--- config.mk ---
export PLATFORM = sky130hd
export DESIGN_NAME = iter_cmp_unit_flat
export DESIGN_NICKNAME = d
export VERILOG_FILES = /design/src/rtl/iter_cmp_unit_if.sv /design/src/rtl/iter_cmp_unit.sv /design/src/flat_wrapper.sv
export SDC_FILE = /design/constraint.sdc
export NUM_CORES = 1
export LEC_CHECK = 0
export BUFFER_PORTS_ARGS = -buffer_cell sky130_fd_sc_hd__buf_2
export CELL_PAD_IN_SITES_DETAIL_PLACEMENT = 0
export CELL_PAD_IN_SITES_GLOBAL_PLACEMENT = 1
export CORE_MARGIN = 10
export CORE_UTILIZATION = 35
export DETAILED_ROUTE_END_ITERATION = 10
export PLACE_DENSITY = 0.75
export SETUP_SLACK_MARGIN = 0.4
export SLEW_MARGIN = 5
export SYNTH_ARGS = -nofsm -noshare
export SYNTH_HDL_FRONTEND = slang
export SYNTH_SLANG_ARGS = --single-unit
--- constraint.sdc ---
create_clock -name i_clk -period 2.6 [get_ports i_clk]
set_input_delay 0.13 -clock i_clk [delete_from_list [all_inputs] [get_ports i_clk]]
set_output_delay 0.13 -clock i_clk [all_outputs]
set_load 0.01 [all_outputs]
--- src/rtl/iter_cmp_unit_if.sv ---
// Request/response bundle for iter_cmp_unit. Signal names take the unit's point of view:
// i_* signals flow into the comparator and o_* signals flow out of it.
interface iter_cmp_unit_if #(
    parameter int WIDTH = 32
);
    logic             i_valid;
    logic             o_ready;
    logic [2:0]       i_op;
    logic [WIDTH-1:0] i_rs1;
    logic [WIDTH-1:0] i_rs2;
    logic             o_valid;
    logic             i_ready;
    logic [WIDTH-1:0] o_result;
    logic             o_lt;
    logic             o_eq;
    logic             o_illegal;

    modport master (
        output i_valid, i_op, i_rs1, i_rs2, i_ready,
        input  o_ready, o_valid, o_result, o_lt, o_eq, o_illegal
    );

    modport slave (
        input  i_valid, i_op, i_rs1, i_rs2, i_ready,
        output o_ready, o_valid, o_result, o_lt, o_eq, o_illegal
    );
endinterface

--- src/rtl/iter_cmp_unit.sv ---
// Multi-cycle RISC-V compare unit: walks the operands CHUNK bits per cycle from the MSB end
// and stops at the first differing chunk. WIDTH must be a multiple of CHUNK.
module iter_cmp_unit #(
    parameter int WIDTH = 32,
    parameter int CHUNK = 8
) (
    input  logic            i_clk,
    input  logic            i_rst_n,
    input  logic            i_flush,
    iter_cmp_unit_if.slave  bus
);
    localparam int NCHUNK = WIDTH / CHUNK;
    localparam int IDXW   = (NCHUNK > 1) ? $clog2(NCHUNK) : 1;
    localparam logic [WIDTH-1:0] MSB_MASK = {1'b1, {(WIDTH-1){1'b0}}};

    typedef enum logic [1:0] {
        S_IDLE,
        S_CMP,
        S_DONE
    } state_t;

    state_t           r_state;
    logic [WIDTH-1:0] r_a;
    logic [WIDTH-1:0] r_b;
    logic [2:0]       r_op;
    logic [IDXW-1:0]  r_idx;
    logic             r_result;
    logic             r_lt;
    logic             r_eq;
    logic             r_illegal;

    logic [CHUNK-1:0] w_chunk_a [NCHUNK];
    logic [CHUNK-1:0] w_chunk_b [NCHUNK];
    logic [CHUNK-1:0] w_ca;
    logic [CHUNK-1:0] w_cb;
    logic             w_diff;
    logic             w_lt;
    logic             w_eq;
    logic             w_done;
    logic             w_res;
    logic [WIDTH-1:0] w_flip;

    genvar gi;
    generate
        for (gi = 0; gi < NCHUNK; gi++) begin : g_chunk
            assign w_chunk_a[gi] = r_a[gi*CHUNK +: CHUNK];
            assign w_chunk_b[gi] = r_b[gi*CHUNK +: CHUNK];
        end
    endgenerate

    assign w_ca   = w_chunk_a[r_idx];
    assign w_cb   = w_chunk_b[r_idx];
    assign w_diff = (w_ca != w_cb);
    assign w_lt   = (w_ca < w_cb);
    assign w_eq   = ~w_diff;
    assign w_done = w_diff | (r_idx == '0);

    // Flipping the sign bit maps two's complement order onto unsigned order.
    assign w_flip = (bus.i_op[2:1] == 2'b11) ? '0 : MSB_MASK;

    always_comb begin
        w_res = 1'b0;
        case (r_op)
            3'b000:         w_res = w_eq;
            3'b001:         w_res = ~w_eq;
            3'b100, 3'b110: w_res = w_lt;
            3'b101, 3'b111: w_res = ~w_lt;
            default:        w_res = 1'b0;
        endcase
    end

    always_ff @(posedge i_clk or negedge i_rst_n) begin
        if (!i_rst_n) begin
            r_state   <= S_IDLE;
            r_a       <= '0;
            r_b       <= '0;
            r_op      <= '0;
            r_idx     <= '0;
            r_result  <= 1'b0;
            r_lt      <= 1'b0;
            r_eq      <= 1'b0;
            r_illegal <= 1'b0;
        end else if (i_flush) begin
            r_state   <= S_IDLE;
            r_idx     <= '0;
            r_result  <= 1'b0;
            r_lt      <= 1'b0;
            r_eq      <= 1'b0;
            r_illegal <= 1'b0;
        end else begin
            case (r_state)
                S_IDLE: begin
                    if (bus.i_valid) begin
                        r_a     <= bus.i_rs1 ^ w_flip;
                        r_b     <= bus.i_rs2 ^ w_flip;
                        r_op    <= bus.i_op;
                        r_idx   <= IDXW'(NCHUNK - 1);
                        r_state <= S_CMP;
                    end
                end
                S_CMP: begin
                    if (w_done) begin
                        r_lt      <= w_lt;
                        r_eq      <= w_eq;
                        r_result  <= w_res;
                        r_illegal <= (r_op[2:1] == 2'b01);
                        r_state   <= S_DONE;
                    end else begin
                        r_idx <= r_idx - 1'b1;
                    end
                end
                S_DONE: begin
                    if (bus.i_ready) begin
                        r_state <= S_IDLE;
                    end
                end
                default: r_state <= S_IDLE;
            endcase
        end
    end

    assign bus.o_ready   = (r_state == S_IDLE);
    assign bus.o_valid   = (r_state == S_DONE);
    assign bus.o_result  = {{(WIDTH-1){1'b0}}, r_result};
    assign bus.o_lt      = r_lt;
    assign bus.o_eq      = r_eq;
    assign bus.o_illegal = r_illegal;
endmodule
--- src/flat_wrapper.sv ---
// flat-port wrapper written by rule: the top's interface ports become plain ports
module iter_cmp_unit_flat 
#(
    parameter int WIDTH = 32,
    parameter int CHUNK = 8
)
  (i_clk, i_rst_n, i_flush, bus_i_valid, bus_i_op, bus_i_rs1, bus_i_rs2, bus_i_ready, bus_o_ready, bus_o_valid, bus_o_result, bus_o_lt, bus_o_eq, bus_o_illegal);
  iter_cmp_unit_if #(.WIDTH(WIDTH)) bus_i ();
  input  logic i_clk;
  input  logic i_rst_n;
  input  logic i_flush;
  input wire logic [$bits(bus_i.i_valid)-1:0] bus_i_valid;
  input wire logic [$bits(bus_i.i_op)-1:0] bus_i_op;
  input wire logic [$bits(bus_i.i_rs1)-1:0] bus_i_rs1;
  input wire logic [$bits(bus_i.i_rs2)-1:0] bus_i_rs2;
  input wire logic [$bits(bus_i.i_ready)-1:0] bus_i_ready;
  output wire logic [$bits(bus_i.o_ready)-1:0] bus_o_ready;
  output wire logic [$bits(bus_i.o_valid)-1:0] bus_o_valid;
  output wire logic [$bits(bus_i.o_result)-1:0] bus_o_result;
  output wire logic [$bits(bus_i.o_lt)-1:0] bus_o_lt;
  output wire logic [$bits(bus_i.o_eq)-1:0] bus_o_eq;
  output wire logic [$bits(bus_i.o_illegal)-1:0] bus_o_illegal;
  assign bus_i.i_valid = bus_i_valid;
  assign bus_i.i_op = bus_i_op;
  assign bus_i.i_rs1 = bus_i_rs1;
  assign bus_i.i_rs2 = bus_i_rs2;
  assign bus_i.i_ready = bus_i_ready;
  assign bus_o_ready = bus_i.o_ready;
  assign bus_o_valid = bus_i.o_valid;
  assign bus_o_result = bus_i.o_result;
  assign bus_o_lt = bus_i.o_lt;
  assign bus_o_eq = bus_i.o_eq;
  assign bus_o_illegal = bus_i.o_illegal;
  iter_cmp_unit #(.WIDTH(WIDTH), .CHUNK(CHUNK)) u_core (.i_clk(i_clk), .i_rst_n(i_rst_n), .i_flush(i_flush), .bus(bus_i));
endmodule
==> Yosys cells after proc, flatten, opt, wreduce, memory -nomap -nowiden <==
Cells that the tools add are included.
Widths: inputs -> output; s select.
{ "totals": {"word_cells": 74, "inputBits": 72, "memories": 0, "reg_bits": 75, "latch_bits": 0, "output_inout_bits": 37, "mem_bits_rw": 0, "mem_bits_ro": 0} }
{ "op_classes": {"n_lt_le_gt_ge": 2, "addsub": 1, "reduce_logical": 12, "n_eq_ne": 14, "n_mux": 29, "div_mod_pow": 0, "bitwise": 7, "multipliers": 0, "n_shift": 0} }
{ "ops": {"columns": ["cell", "count"], "rows": [
  ["$xor 32x32->32", 2],
  ["$bmux 8 s2", 2],
  ["$mux 32", 1],
  ["$mux 8", 4],
  ["$mux 2", 7],
  ["$eq 3x3->1 const B", 4],
  ["$mux 1", 12],
  ["$ne 3x3->1 const B", 3],
  ["$reduce_and 3->1", 3],
  ["$lt 8x8->1", 1],
  ["$ne 8x8->1", 1],
  ["$pmux 2 s3", 1],
  ["$eq 2x1->1 const B", 2],
  ["$eq 2x2->1 const B", 2],
  ["$logic_not 2->1", 2],
  ["$pmux 1 s4", 1],
  ["$pmux 2 s2", 1],
  ["$reduce_bool 2->1", 2],
  ["$reduce_or 2->1", 2],
  ["$eq 3x1->1 const B", 1],
  ["$ge 3x3->1 const B", 1],
  ["$logic_not 3->1", 1],
  ["$ne 3x2->1 const B", 1],
  ["$not 1->1", 3],
  ["other kinds (5)", 5]
]} }

==> Longest topological paths before layout <==
{ "depth": {"depth_word": 10, "ltp_mapped": 10} }

==> Worst setup path after synthesis <==
OpenSTA, ideal clock, no wires.
{ "synth_path": {"path_type": "register to register", "startpoint": "register u_core.r_idx[0]", "endpoint": "register u_core.r_illegal (netlist: u_core.bus.o_illegal)", "setup_slack_ps": -12, "required_time_ps": 2479, "synth_period_minus_slack_ps": 2612, "t_arrival_ps": 2490, "path_stages_with_launch": 11, "n_path_buf": 3, "setup_ps": 121, "cell_sequence": "dfrtp_1 buf_2 buf_4 mux4_2 ha_1 nand4_1 or2_1 buf_6 o21ai_4 mux2i_1 nor2_1"} }
{ "synth_via": {"elab_chain_cells": 8} }
{ "synth_rtl": {"columns": ["item", "line_no", "rtl"], "rows": [
  ["start, declared", "iter_cmp_unit.sv:26", "logic [IDXW-1:0] r_idx;"],
  ["start signal, assigned", "iter_cmp_unit.sv:97", "r_idx <= IDXW'(NCHUNK - 1);"],
  ["start signal, assigned", "iter_cmp_unit.sv:109", "r_idx <= r_idx - 1'b1;"],
  ["$not 2->3 (implied by the code)", "iter_cmp_unit.sv:51, iter_cmp_unit.sv:52", null],
  ["$bmux 8 s2, on equally long branches", "iter_cmp_unit.sv:51, iter_cmp_unit.sv:52", null],
  ["$mux 8, on equally long branches (2 in a row)", "iter_cmp_unit.sv:51, iter_cmp_unit.sv:52", null],
  ["$ne 8x8->1", "iter_cmp_unit.sv:53", "assign w_diff = (w_ca != w_cb);"],
  ["$or 1x1->1 *", "iter_cmp_unit.sv:56", "assign w_done = w_diff | (r_idx == '0);"],
  ["$reduce_bool 2->1 (no line) *", null, null],
  ["$reduce_and 2->1 (no line) *", null, null],
  ["end signal, assigned", "iter_cmp_unit.sv:106", "r_illegal <= (r_op[2:1] == 2'b01);"],
  ["end, declared", "iter_cmp_unit.sv:30", "logic r_illegal;"]
]} }
Every way passes the cells marked *; elsewhere a longest branch is shown, timed or not. The select of a mux whose other input is x is not followed.
A chain may end at the register's enable or synchronous reset.

==> Worst setup path after layout <==
{ "layout_path": {"startpoint": "register u_core.r_idx[0]", "endpoint": "register u_core.r_idx[0]"} }
{ "layout_via": {"elab_chain_cells": 8} }
{ "layout_rtl": {"columns": ["item", "line_no"], "rows": [
  ["$not 2->3 (implied by the code)", "iter_cmp_unit.sv:51, iter_cmp_unit.sv:52"],
  ["$bmux 8 s2, on equally long branches", "iter_cmp_unit.sv:51, iter_cmp_unit.sv:52"],
  ["$mux 8, on equally long branches (2 in a row)", "iter_cmp_unit.sv:51, iter_cmp_unit.sv:52"],
  ["$ne 8x8->1", "iter_cmp_unit.sv:53"],
  ["$or 1x1->1", "iter_cmp_unit.sv:56"],
  ["$ne 3x3->1 (no line)", null],
  ["$reduce_and 3->1 (no line)", null]
]} }
Parallel ways exist; a longest one is shown, timed or not. The select of a mux whose other input is x is not followed.

==> flow_metrics.env <==
export IMPL_grt_pass1_vias=3468
export IMPL_ant_nets=0
export IMPL_ys_seq_area_frac=0.493
export IMPL_drt_initial_drc_count=116
export IMPL_finalCritPeriodShare=0.971
export IMPL_hold_viol=0
export IMPL_power_total_mw=3.49
export IMPL_grt_ovfl_total=0
export IMPL_max_freq_mhz=396
export IMPL_p_leak_nw=2.72
export IMPL_yosysTopAreaCell="dfrtp_1"
export IMPL_synth_seq_cells=75
export IMPL_grt_pass1_wl_um=16700
export IMPL_crit_path_end_kind="register"
export IMPL_dieHeight_um=124
export IMPL_crit_family="multiplexers"
export IMPL_htree_levels=3
export IMPL_critPathMaxStageDelay_ps=540
export IMPL_grt_max_degree=76
export IMPL_antenna_found_initial=0
export IMPL_wl_per_cell_um=13.8
export IMPL_synth_area_leaders="dfrtp_1 (49%), nand2_1 (20%), mux4_2 (9.5%)"
export IMPL_n_antenna_cell=0
export IMPL_skew_ps=8.49
export IMPL_synth_compound_area_frac=0.0368
export IMPL_syn_inst=412
export IMPL_ys_top_cells_by_count="nand2_1 (201), dfrtp_1 (75), buf_4 (33)"
export IMPL_yosys_area_share_simple=0.237
export IMPL_setup_viol=0
export IMPL_die_width_um=124
export IMPL_startpoint_type="register"
export IMPL_ir_drop_v=0.000254
export IMPL_clockRootBuffer="clkbuf_8"
export IMPL_synth_edff_count=0
export IMPL_portBuffers=77
export IMPL_power_density_nw_per_um2=656
export IMPL_synth_mux_area_frac=0.0972
export IMPL_syn_area_per_cell_um2=9.24
export IMPL_ys_async_sr_fraction=1.00
export IMPL_drc=0
export IMPL_place_area_um2=4240
export IMPL_ios=109
export IMPL_fin_util=0.495
export IMPL_syn_cell_area_um2=3810
export IMPL_wl_um=9730
export IMPL_area_delta_synth_final_pct=39.6
export IMPL_yosys_area_share_adder=0.0296
export IMPL_rsz0062_at_grt="true"
export IMPL_status="finished, final reports clean"
export IMPL_dp_hpwl_um=6920
export IMPL_min_period_ps=2530
export IMPL_cts_buffers=9
export IMPL_synth_top_family_by_area="simple AND/OR/NAND/NOR gates"
export IMPL_start_util=0.354
export IMPL_dieArea_um2=15500
export IMPL_row_count=38
export IMPL_worst_pin_slew_ps=943
export IMPL_yosys_area_top_type_share=0.493
export IMPL_synthFlopType="dfrtp_1"
export IMPL_worst_path_max_fanout=7
export IMPL_synthDistinctLibCells=34
export IMPL_synthXorXnorAreaFrac=0.00690
export IMPL_ys_warn_count=0
export IMPL_max_slew_margin=0.372
export IMPL_critical_path_class="reg2reg"
export IMPL_vias=3097
export IMPL_hold_class="in2reg"
export IMPL_synth_most_common_cell="nand2_1"
export IMPL_firstDrtPassIters=4
export IMPL_drv_slew=0
export IMPL_gp_congestion=0.823
export IMPL_cts_path_max_buffers=2
export IMPL_cts_tree="done"
export IMPL_final_nets=642
export IMPL_crit_chain="buf_6, mux4_2, ha_4, nand4_1, or2_4, o21ai_4, buf_4, nand3_2, a21oi_2"
export IMPL_vias_per_cell=4.39
export IMPL_worst_ep_arrival_time_ps=2810
export IMPL_core_um2=10700
export IMPL_crit_buf_inv=2
export IMPL_cap_violations=0
export IMPL_cts_sinks=75
export IMPL_slowest_stage="mux4_2"
export IMPL_track_usage=0.129
export IMPL_clk_latency_ps=360
export IMPL_fin_area_um2=5320
export IMPL_required_ps=2890
export IMPL_drive_gt1_frac=0.258
export IMPL_clk_pin_slew_worst_paths_ps=80
## cells in the final DEF (no fill, tap or decap), types with 2 or more instances in the layout
| cell type | count |
|---|---|
| nand2_1 | 201 |
| buf_2 | 76 |
| dfrtp_1 | 74 |
| dlygate4sd3_1 | 66 |
| conb_1 | 31 |
| mux4_2 | 16 |
| buf_4 | 12 |
| clkbuf_8 | 9 |
| inv_1 | 8 |
| nor2_1 | 5 |
| a21oi_1 | 5 |
| ha_4 | 5 |
| a21oi_2 | 4 |
| ha_1 | 4 |
| nor2b_1 | 3 |
| nand3b_1 | 3 |
| o21ai_1 | 3 |
| nand2b_1 | 3 |
| clkinv_2 | 3 |
| buf_12 | 3 |
| inv_2 | 2 |
| nand4_1 | 2 |
| o211ai_1 | 2 |
| xnor2_1 | 2 |
| nor3_1 | 2 |
| bufinv_16 | 2 |
| clkinv_4 | 2 |
| buf_6 | 2 |
## worst paths after layout
check	start	to	slack (ps)	depth (start not counted)
max in group asynchronous	i_rst_n	u_core.r_idx[0]$_DFFE_PN0P_	1480	2
worst min-delay path	bus_i_ready	u_core.r_state[1]$_DFFE_PN0P_	40	3
worst min register to register	u_core.r_a[0]$_DFFE_PN0P_	u_core.r_a[0]$_DFFE_PN0P_	480	2
worst max-delay path	u_core.r_idx[0]$_DFFE_PN0P_	u_core.r_idx[0]$_DFFE_PN0P_	70	9
worst max register to register	u_core.r_idx[0]$_DFFE_PN0P_	u_core.r_idx[0]$_DFFE_PN0P_	70	9
min in group asynchronous	i_rst_n	u_core.r_op[2]$_DFFE_PN0P_	460	2
## registers in the layout, summed over array words and instances (netlist names)
name                  flops
u_core.bus.o_eq           1
u_core.bus.o_illegal      1
u_core.bus.o_lt           1
u_core.r_a               32
u_core.r_b               32
u_core.r_idx              2
u_core.r_op               3
u_core.r_result           1
u_core.r_state            2
## cell families (layout without fill, tap and decap cells)
group,Yosys count,in the layout
adder cells (fa/ha/maj),9,9
AND/OR/NAND/NOR,226,226
multiplexers,17,17
XOR/XNOR,3,3
other,1,31
buffers and inverters,62,186
AO/OA/AOI/OAI,19,19
flip-flops,75,75
## power breakdown
part	internal (mW)	leakage, nW	switching (mW)
clock	0.538	0.113	0.454
combinational	0.520	1.67	0.469
sequential	1.38	0.938	0.133
## cell type report
type | count | area [um^2]
multi-input cells | 305 | 1770
fillers | 1035 | 5430
clock buffers | 9 | 124
repair buffers | 160 | 1240
flip-flops and latches | 75 | 1880
well taps | 140 | 175
inverters | 10 | 37.5
clock inverters | 7 | 92.6
## worst min-delay path, cell delays in order
cell	delay, ps
buf_2	80
nand2b_1	90
a21oi_1	60
## stage by stage
stage          TNS (ps)  worst slack (ps)  std cells  hold slack, ps
6_report              0              74.5        706            37.8
5_1_grt           -4.61             -4.61        706            43.3
4_1_cts               0              89.8        703            26.7
3_5_place_dp          0              25.7        613             325
3_3_place_gp          0               138        613             323
2_1_floorplan         0               158        442            -166
## per-layer routing
layer | wire, um | up-vias | track usage
met3 | 394 | 11 | 0.0340
li1 | - | 1553 | -
met4 | 151 | 0 | 0.0459
met1 | 4180 | 1468 | 0.150
met5 | 0 | - | 0
met2 | 5010 | 65 | 0.224
## what timing repair did
| action | 4_1_cts | 5_1_grt |
|---|---|---|
| endpoints found under the setup margin | 8 | 8 |
| buffers inserted | 7 | 3 |
| resized for setup | 10 | 8 |
| pin swaps | 11 | 6 |
| endpoints found under the hold margin | 140 | 0 |
| hold buffers | 66 | 0 |
| gates cloned | 1 | 0 |
Power figures use the tool's default switching activity.
